==> config.mk <==
export PLATFORM = sky130hd
export DESIGN_NAME = booth_multiplier_flat
export DESIGN_NICKNAME = d
export VERILOG_FILES = /design/src/rtl/booth_multiplier_if.sv /design/src/rtl/booth_multiplier.sv /design/src/flat_wrapper.sv
export SDC_FILE = /design/constraint.sdc
export NUM_CORES = 1
export LEC_CHECK = 0
export BUFFER_PORTS_ARGS = -buffer_cell sky130_fd_sc_hd__buf_2
export CORE_UTILIZATION = 35
export CTS_CLUSTER_DIAMETER = 60
export DETAILED_ROUTE_END_ITERATION = 12
export GPL_TIMING_DRIVEN = 1
export MAX_ROUTING_LAYER = met4
export PLACE_DENSITY = 0.53
export SETUP_SLACK_MARGIN = 0.1
export SYNTH_ARGS = -nofsm -noshare
export SYNTH_HDL_FRONTEND = slang
export SYNTH_SLANG_ARGS = --single-unit
==> constraint.sdc <==
create_clock -name clk_i -period 10.6 [get_ports clk_i]
set_input_delay 1.06 -clock clk_i [delete_from_list [all_inputs] [get_ports clk_i]]
set_output_delay 1.06 -clock clk_i [all_outputs]
set_load 0.02 [all_outputs]
==> src/rtl/booth_multiplier_if.sv <==
// rtl/booth_multiplier_if.sv - multiply handshake between EX (master) and the Booth multiplier (slave)
interface booth_multiplier_if #(parameter int XLEN = 32);
    logic                mult_start_i;
    logic                mult_signed_i;
    logic [XLEN-1:0]     mult_opd1_i;
    logic [XLEN-1:0]     mult_opd2_i;
    logic                mult_ack_i;
    logic                mult_flush_i;
    logic [2*XLEN-1:0]   product_o;
    logic                mult_end_o;
    logic                mult_busy_o;

    modport master (
        output mult_start_i, mult_signed_i, mult_opd1_i, mult_opd2_i, mult_ack_i, mult_flush_i,
        input  product_o, mult_end_o, mult_busy_o
    );

    modport slave (
        input  mult_start_i, mult_signed_i, mult_opd1_i, mult_opd2_i, mult_ack_i, mult_flush_i,
        output product_o, mult_end_o, mult_busy_o
    );
endinterface

==> src/rtl/booth_multiplier.sv <==
// rtl/booth_multiplier.sv - iterative radix-4 Booth multiplier, one digit per cycle
module booth_multiplier #(
    parameter int XLEN = 32
) (
    input  logic                clk_i,
    input  logic                rst_i,
    booth_multiplier_if.slave   mul_if
);
    localparam int W    = XLEN + 2;
    localparam int AW   = 2 * W;
    localparam int ITER = (XLEN + 2) / 2;
    localparam int CW   = $clog2(ITER);

    typedef enum logic [1:0] {IDLE, BUSY, DONE} state_t;

    state_t              state_q, state_d;
    logic [AW-1:0]       acc_q, acc_d;
    logic [W-1:0]        a_q, a_d;
    logic [W:0]          b_q, b_d;
    logic [CW-1:0]       count_q, count_d;
    logic [2*XLEN-1:0]   product_q, product_d;
    logic                end_q, end_d;

    logic [W-1:0]        a_ext, b_ext, addend, upper;
    logic [AW-1:0]       acc_sum, acc_shift;

    always_comb begin
        a_ext = {{2{mul_if.mult_signed_i & mul_if.mult_opd1_i[XLEN-1]}}, mul_if.mult_opd1_i};
        b_ext = {{2{mul_if.mult_signed_i & mul_if.mult_opd2_i[XLEN-1]}}, mul_if.mult_opd2_i};

        case (b_q[2:0])
            3'b001, 3'b010: addend = a_q;
            3'b011:         addend = {a_q[W-2:0], 1'b0};
            3'b100:         addend = ~{a_q[W-2:0], 1'b0} + W'(1);
            3'b101, 3'b110: addend = ~a_q + W'(1);
            default:        addend = '0;
        endcase

        // Digits land in the upper half; the shift walks them down to weight 4^i.
        upper     = acc_q[AW-1:W] + addend;
        acc_sum   = {upper, acc_q[W-1:0]};
        acc_shift = $signed(acc_sum) >>> 2;

        state_d   = state_q;
        acc_d     = acc_q;
        a_d       = a_q;
        b_d       = b_q;
        count_d   = count_q;
        product_d = product_q;
        end_d     = end_q;

        if (mul_if.mult_flush_i) begin
            state_d = IDLE;
            end_d   = 1'b0;
        end else begin
            case (state_q)
                IDLE: begin
                    if (mul_if.mult_start_i) begin
                        a_d     = a_ext;
                        b_d     = {b_ext, 1'b0};
                        acc_d   = '0;
                        count_d = '0;
                        state_d = BUSY;
                    end
                end
                BUSY: begin
                    if (!mul_if.mult_start_i) begin
                        state_d = IDLE;
                    end else begin
                        acc_d   = acc_shift;
                        b_d     = {{2{b_q[W]}}, b_q[W:2]};
                        count_d = count_q + CW'(1);
                        if (count_q == CW'(ITER - 1)) begin
                            product_d = acc_shift[2*XLEN-1:0];
                            end_d     = 1'b1;
                            state_d   = DONE;
                        end
                    end
                end
                DONE: begin
                    if (mul_if.mult_ack_i || !mul_if.mult_start_i) begin
                        end_d   = 1'b0;
                        state_d = IDLE;
                    end
                end
                default: begin
                    end_d   = 1'b0;
                    state_d = IDLE;
                end
            endcase
        end
    end

    always_ff @(posedge clk_i or posedge rst_i) begin
        if (rst_i) begin
            state_q   <= IDLE;
            acc_q     <= '0;
            a_q       <= '0;
            b_q       <= '0;
            count_q   <= '0;
            product_q <= '0;
            end_q     <= 1'b0;
        end else begin
            state_q   <= state_d;
            acc_q     <= acc_d;
            a_q       <= a_d;
            b_q       <= b_d;
            count_q   <= count_d;
            product_q <= product_d;
            end_q     <= end_d;
        end
    end

    assign mul_if.product_o   = product_q;
    assign mul_if.mult_end_o  = end_q;
    assign mul_if.mult_busy_o = (state_q == BUSY);
endmodule

==> src/flat_wrapper.sv <==
// flat-port wrapper written by rule: the top's interface ports become plain ports
module booth_multiplier_flat 
#(
    parameter int XLEN = 32
)
  (clk_i, rst_i, mul_if_mult_start_i, mul_if_mult_signed_i, mul_if_mult_opd1_i, mul_if_mult_opd2_i, mul_if_mult_ack_i, mul_if_mult_flush_i, mul_if_product_o, mul_if_mult_end_o, mul_if_mult_busy_o);
  booth_multiplier_if #(.XLEN(XLEN)) mul_if_i ();
  input  logic clk_i;
  input  logic rst_i;
  input wire logic [$bits(mul_if_i.mult_start_i)-1:0] mul_if_mult_start_i;
  input wire logic [$bits(mul_if_i.mult_signed_i)-1:0] mul_if_mult_signed_i;
  input wire logic [$bits(mul_if_i.mult_opd1_i)-1:0] mul_if_mult_opd1_i;
  input wire logic [$bits(mul_if_i.mult_opd2_i)-1:0] mul_if_mult_opd2_i;
  input wire logic [$bits(mul_if_i.mult_ack_i)-1:0] mul_if_mult_ack_i;
  input wire logic [$bits(mul_if_i.mult_flush_i)-1:0] mul_if_mult_flush_i;
  output wire logic [$bits(mul_if_i.product_o)-1:0] mul_if_product_o;
  output wire logic [$bits(mul_if_i.mult_end_o)-1:0] mul_if_mult_end_o;
  output wire logic [$bits(mul_if_i.mult_busy_o)-1:0] mul_if_mult_busy_o;
  assign mul_if_i.mult_start_i = mul_if_mult_start_i;
  assign mul_if_i.mult_signed_i = mul_if_mult_signed_i;
  assign mul_if_i.mult_opd1_i = mul_if_mult_opd1_i;
  assign mul_if_i.mult_opd2_i = mul_if_mult_opd2_i;
  assign mul_if_i.mult_ack_i = mul_if_mult_ack_i;
  assign mul_if_i.mult_flush_i = mul_if_mult_flush_i;
  assign mul_if_product_o = mul_if_i.product_o;
  assign mul_if_mult_end_o = mul_if_i.mult_end_o;
  assign mul_if_mult_busy_o = mul_if_i.mult_busy_o;
  booth_multiplier #(.XLEN(XLEN)) u_core (.clk_i(clk_i), .rst_i(rst_i), .mul_if(mul_if_i));
endmodule
==> results of run 1 <==
kinds of logic (layout without fill, tap and decap cells):
kind of cell	Yosys count	in the layout	synth area share [%]
buffers and inverters	90	215	3.18
muxes	92	92	9.15
adders and majority gates	37	37	4.20
and+or+nand+nor	363	363	15.3
xor gates and xnor gates	66	66	5.23
AOI/OAI and AO/OA	308	308	17.4
DFF	204	204	45.6
worst paths after layout:
path	from	end	cells past startpoint
setup / recovery	u_core.a_q[1]	u_core.acc_q[64]	18
hold / removal	u_core.mul_if.product_o[40]	u_core.mul_if.product_o[40]	2
setup reg to reg	u_core.a_q[1]	u_core.acc_q[64]	18
hold reg to reg	u_core.mul_if.product_o[40]	u_core.mul_if.product_o[40]	2
max in group asynchronous	rst_i	u_core.a_q[14]	3
min in group asynchronous	rst_i	u_core.b_q[32]	2
final cells by class:
| cell class | count | area, um^2 |
|---|---|---|
| fill | 3184 | 18400 |
| multi-input combinational | 866 | 5770 |
| sequential | 204 | 5110 |
| clock buffer | 41 | 800 |
| timing repair buffer | 145 | 751 |
| tap | 402 | 503 |
| clock inverter | 9 | 161 |
| inverter | 20 | 82.6 |
placed cells by master (no fill, tap or decap), drive strengths merged, types with 3 or more instances in the layout:
cell type  synthesis  routed
nand4              3       3
or3               14      14
clkinv             1       3
nor3              16      16
and2               6       6
o211ai             6       6
a22oi             12      12
mux2i              9       9
nand2b             7       7
or2                7       7
o21a               5       5
mux2              83      83
o311ai             3       3
a31o               5       5
o221ai            11      11
nand2            182     182
clkbuf            57      41
or4                5       5
a21o              12      12
xor2              28      28
bufinv             0       3
a21oi             51      51
nor4               9       9
o31ai              9       9
and3               3       3
o21ai            109     109
nand3             49      49
o21bai             7       7
o22ai             28      28
a22o              17      17
xnor2             38      38
nor2              53      53
dfrtp            204     204
a221oi             7       7
inv               19      22
a32oi              4       4
a31oi             10      10
buf               13     145
ha                36      36
power breakdown:
group / switching [mW] / internal, mW
registers: 0.0855 / 0.848
logic: 0.382 / 0.258
clock network: 0.363 / 0.599
worst min-delay path, stage by stage, from the launching register on:
cell and delay [ns]:
dfrtp_1 0.33, nand2_1 0.04, o21ai_0 0.06
through the flow:
step	utilization (%)	power, mW	instances	hold slack (ns)	setup slack [ns]
global placement	38.7	1.59	1637	0.453	5.36
finish	41.7	2.54	1687	0.470	5.29
CTS	41.7	2.57	1687	0.478	5.30
detailed placement	38.7	1.59	1637	0.466	5.32
global route	41.7	2.69	1687	0.496	4.94
floorplan	-	1.41	1160	0.435	3.97
state kept, by name (all words and copies together), names as in the netlist:
signal / cells
u_core.mul_if.mult_end_o: 1
u_core.count_q: 5
u_core.b_q: 35
u_core.state_q: 2
u_core.acc_q: 64
u_core.mul_if.product_o: 64
u_core.a_q: 33
metal layers:
metal	wire [um]	track usage (%)	up-vias
met2	13400	29.0	170
met5	0	-	-
met4	759	5.54	0
met3	1320	3.67	49
met1	14100	25.0	4353
li1	-	-	4372
==> run metrics, run 1 <==
status finished clean; number of global-route vias before repair 8922; number of synthesized register bits 204; Pwr Density 192 mW/mm^2; IO Port Bufs between 100 and 150; post-synthesis cell area 0.0112 mm^2; fin area 0.0132 mm^2; dpl hpwl 20100 um; Arr. time, crit path 5.79 ns; post-synthesis cell type count 67; setup TNS 0 ns; syn avg cell area 9.65 um^2; vias 8944; peak supply drop 0.132 mV; Nets approximately 1400; hold buffer count at CTS 0; top-count cell post-synth dfrtp_1; critical path capture point type flop; Rel. slew slack 27.9%; Setup Buffers After CTS 0; clk_lat worst skew roughly 0.57 ns; Leakage about 6.4 nW; DR iter-0 viols between 500 and 600; startpoint class of the critical path flop; crit-path leading delay family simple AND/OR/NAND/NOR gates; Fin. Hold Viols 0; sequential cell area fraction in the yosys report 45.6%; Syn Nets 1267; Final min period 5.31 ns; IO Pins 136; # diodes 0; synthesis-to-layout area growth 17.6%; Post-synth top cells dfrtp_1 (204), nand2_1 (181), o21ai_0 (109); Post-CTS Resized 0; Max Root-Sink Buffers 3; Routed WL per cell ~18 um; TritonCTS Buffers 28; initial core utilization 35.5%; RePlAce Congestion 0.871; TritonCTS clock tree done; fmax ~190 MHz; initial antenna violation count 0; Hold WC Path Type reg -> reg; delay of the slowest critical-path stage approximately 0.53 ns; total grt overflow 0; worst path required time 11.08 ns; Pre-antenna DRT Iters 5; cells along the critical path inv_1 > ha_1 > or3b_2 > or2_2 > or4_1 > nor3_1 > nand2b_1 > xor2_1 > o21ai_0 > ha_1 > nand4_1 > nor3_1 > o311ai_0 > a31oi_1 > a31o_2 > a311o_1 > xnor2_1 > o31ai_1; Crit Path Category reg -> reg; Row Count 65; share of layout cells above drive strength 1 23.3%; drt drc 0; EDFF count, synth 0; maxcap violations 0; crit-path max FO 5; largest net degree at the start of global routing 131; Async SR Flop Fraction 100%; drt total wl 29600 um; root buf cell clkbuf_16; post-route antenna net violation count 0; flop2flop setup slack 5.29 ns; top cell type's share of synthesized area 45.6%; Post-Syn Instances about 1200; H-tree depth 1; Sink Count between 200 and 250; die width 181 um; Placement Cell Area 0.0122 mm^2; die area 0.0327 mm^2; clock skew after layout 0.0400 ns; Ys Warns 0; worst slew pin tran 1.08 ns; vias per inst 5.30; slowest CP cell or3b_2; Overall Global Routing Usage 18.8%; CTS clk-pin slew, worst paths 0.05 ns; Final Cycle Share between 50% and 60%; CP Buf/Inv Count 1; final setup violation count 0; leading post-synthesis cells by cell area dfrtp_1 (46%), mux2_2 (8.3%), nand2_1 (6.1%); wire length of the first global-routing pass 48100 um; RSZ-0062 raised after global routing no; core area 0.0316 mm^2; Final Max Tran Viols 0; leading area contributor after synthesis dfrtp_1; ys flop type dfrtp_1; Die Y 181 um
No activity file was read; power rests on OpenSTA's default activity.
==> inputs of run 2 (changes only) <==
- PLACE_DENSITY: 0.53 -> 0.55
- clock period: 10.6 -> 4.8 ns (I/O delays scaled with it)
==> run metrics, run 2 (synthesis results as in run 1) <==
core area 0.0316 mm^2; Arr. time, crit path 5.09 ns; Final Max Tran Viols 0; vias per inst 5.31; Final Cycle Share 96.6%; synthesis-to-layout area growth 25.2%; IO Port Bufs about 140; drt drc 0; critical path capture point type flop; Pre-antenna DRT Iters 7; worst slew pin tran 1.04 ns; Nets 1452; Pwr Density 413 mW/mm^2; Sink Count 204; Die Y roughly 180 um; root buf cell clkbuf_16; share of layout cells above drive strength 1 30.9%; fmax ~220 MHz; Max Root-Sink Buffers 3; CTS clk-pin slew, worst paths 0.06 ns; worst reg2reg path depth 20; TritonCTS clock tree done; DR iter-0 viols 580; peak supply drop between 0.2 and 0.3 mV; largest net degree at the start of global routing 127; clock skew after layout 0.0226 ns; RePlAce Congestion 0.924; number of global-route vias before repair roughly 9100; die width 181 um; Layout Utilization 44.4%; hold buffer count at CTS 0; maxcap violations 0; final cell count without fillers between 1500 and 2000; Fin. Hold Viols 0; # diodes 0; Routed WL per cell between 15 and 20 um; worst path required time 5.26 ns; post-route antenna net violation count 0; initial antenna violation count 0; total grt overflow 0; Final min period 4.64 ns; IO Pins 136; Overall Global Routing Usage 19.2%; vias roughly 9400; crit-path max FO 5; clk_lat worst skew around 0.55 ns; worst hold slack 0.0421 ns; wire length of the first global-routing pass 49300 um; status finished clean; startpoint class of the critical path flop; RSZ-0062 raised after global routing yes; die area 0.0327 mm^2; commonest non-fill, non-tap cell in the layout dfrtp_1; Row Count between 60 and 70; Crit Path Category reg -> reg; highest-count cells in the layout ignoring fill and taps dfrtp_1 (203), nand2_1 (179), buf_2 (135); Rel. slew slack 30.5%; Placed Cells incl. Taps around 1700; Hold WC Path Type in -> async; H-tree depth 1; drt total wl 30800 um; worst r2r src u_core.a_q[0]; dpl hpwl about 21000 um; TritonCTS Buffers 26; Final Total Pwr 5.80 mW; flop2flop setup slack 0.16 ns; RR Endpoint u_core.acc_q[64]; final setup violation count 0; Leakage 6.84 nW; initial core utilization 35.5%
## run 2: cell count changes in the layout (fill, tap and decap cells not counted), moves of 3 or more
cell | previous run | this run
o21ai_1 | 0 | 5
clkinv_4 | 0 | 4
a21oi_1 | 51 | 43
xor2_1 | 28 | 25
buf_4 | 10 | 88
clkinvlp_4 | 1 | 5
o21ai_0 | 109 | 102
clkbuf_1 | 8 | 2
nor3_1 | 16 | 13
a21oi_2 | 0 | 6
## run 2: layout make-up
type	instances	area, um^2
clock inverter	17	218
sequential	204	5110
timing repair buffer	227	1400
multi-input combinational	866	6010
clock buffer	31	699
inverter	20	78.8
tap	402	503
fill	3081	17500
## run 2: layer usage
layer | part of all wire [%] | track usage [%]
met1 | 47 | 25.6
met3 | 4.9 | 3.16
met5 | 0 | -
met4 | 2.7 | 5.20
met2 | 46 | 30.2
## run 2: worst max-delay path: stages, from the launching register on
cell,delay (ns)
dfrtp_1,0.40
inv_2,0.08
ha_4,0.12
or3b_4,0.37
or2_4,0.26
or4_4,0.58
xor2_2,0.20
a22oi_2,0.19
a21oi_2,0.10
ha_1,0.32
a21o_1,0.17
a21oi_2,0.13
nor2b_2,0.06
o311ai_2,0.30
buf_4,0.18
a31oi_4,0.07
buf_6,0.14
a31o_4,0.23
a311o_1,0.28
xnor2_1,0.13
o31ai_1,0.23
## run 2: how the worst max path moves through the flow
stage / to / from / slack, ns / cells after the start
finish: u_core.acc_q[64] / u_core.a_q[0] / 0.16 / 20
global route: u_core.acc_q[64] / u_core.a_q[0] / -0.04 / 20
detailed placement: u_core.acc_q[64] / u_core.a_q[0] / -0.11 / 20
global placement: u_core.mul_if.product_o[58] / u_core.a_q[0] / -0.03 / 20
CTS: u_core.acc_q[64] / u_core.a_q[0] / 0.10 / 20
floorplan: u_core.acc_q[64] / u_core.a_q[0] / 0.16 / 18
## run 2: through the flow
| stage | TNS (ns) | cell area [um^2] | setup WS (ns) |
|---|---|---|---|
| 2_1_floorplan | 0 | 11200 | 0.161 |
| 3_3_place_gp | -0.102 | 12800 | -0.0326 |
| 3_5_place_dp | -0.965 | 12800 | -0.113 |
| 4_1_cts | 0 | 13700 | 0.105 |
| 5_1_grt | -0.0495 | 14000 | -0.0381 |
| 6_report | 0 | 14000 | 0.164 |
## run 2: timing repair
item,in CTS,in global routing
setup buffers,1,5
pin swaps,4,27
gates resized for setup,7,52
endpoints found under the setup margin,23,28
## run 2: where the power goes
group	leakage [nW]	internal [mW]	total [mW]	switching [mW]
Clock	0.433	1.18	2.02	0.841
Combinational	3.70	0.760	1.74	0.985
Sequential	2.71	1.87	2.03	0.159
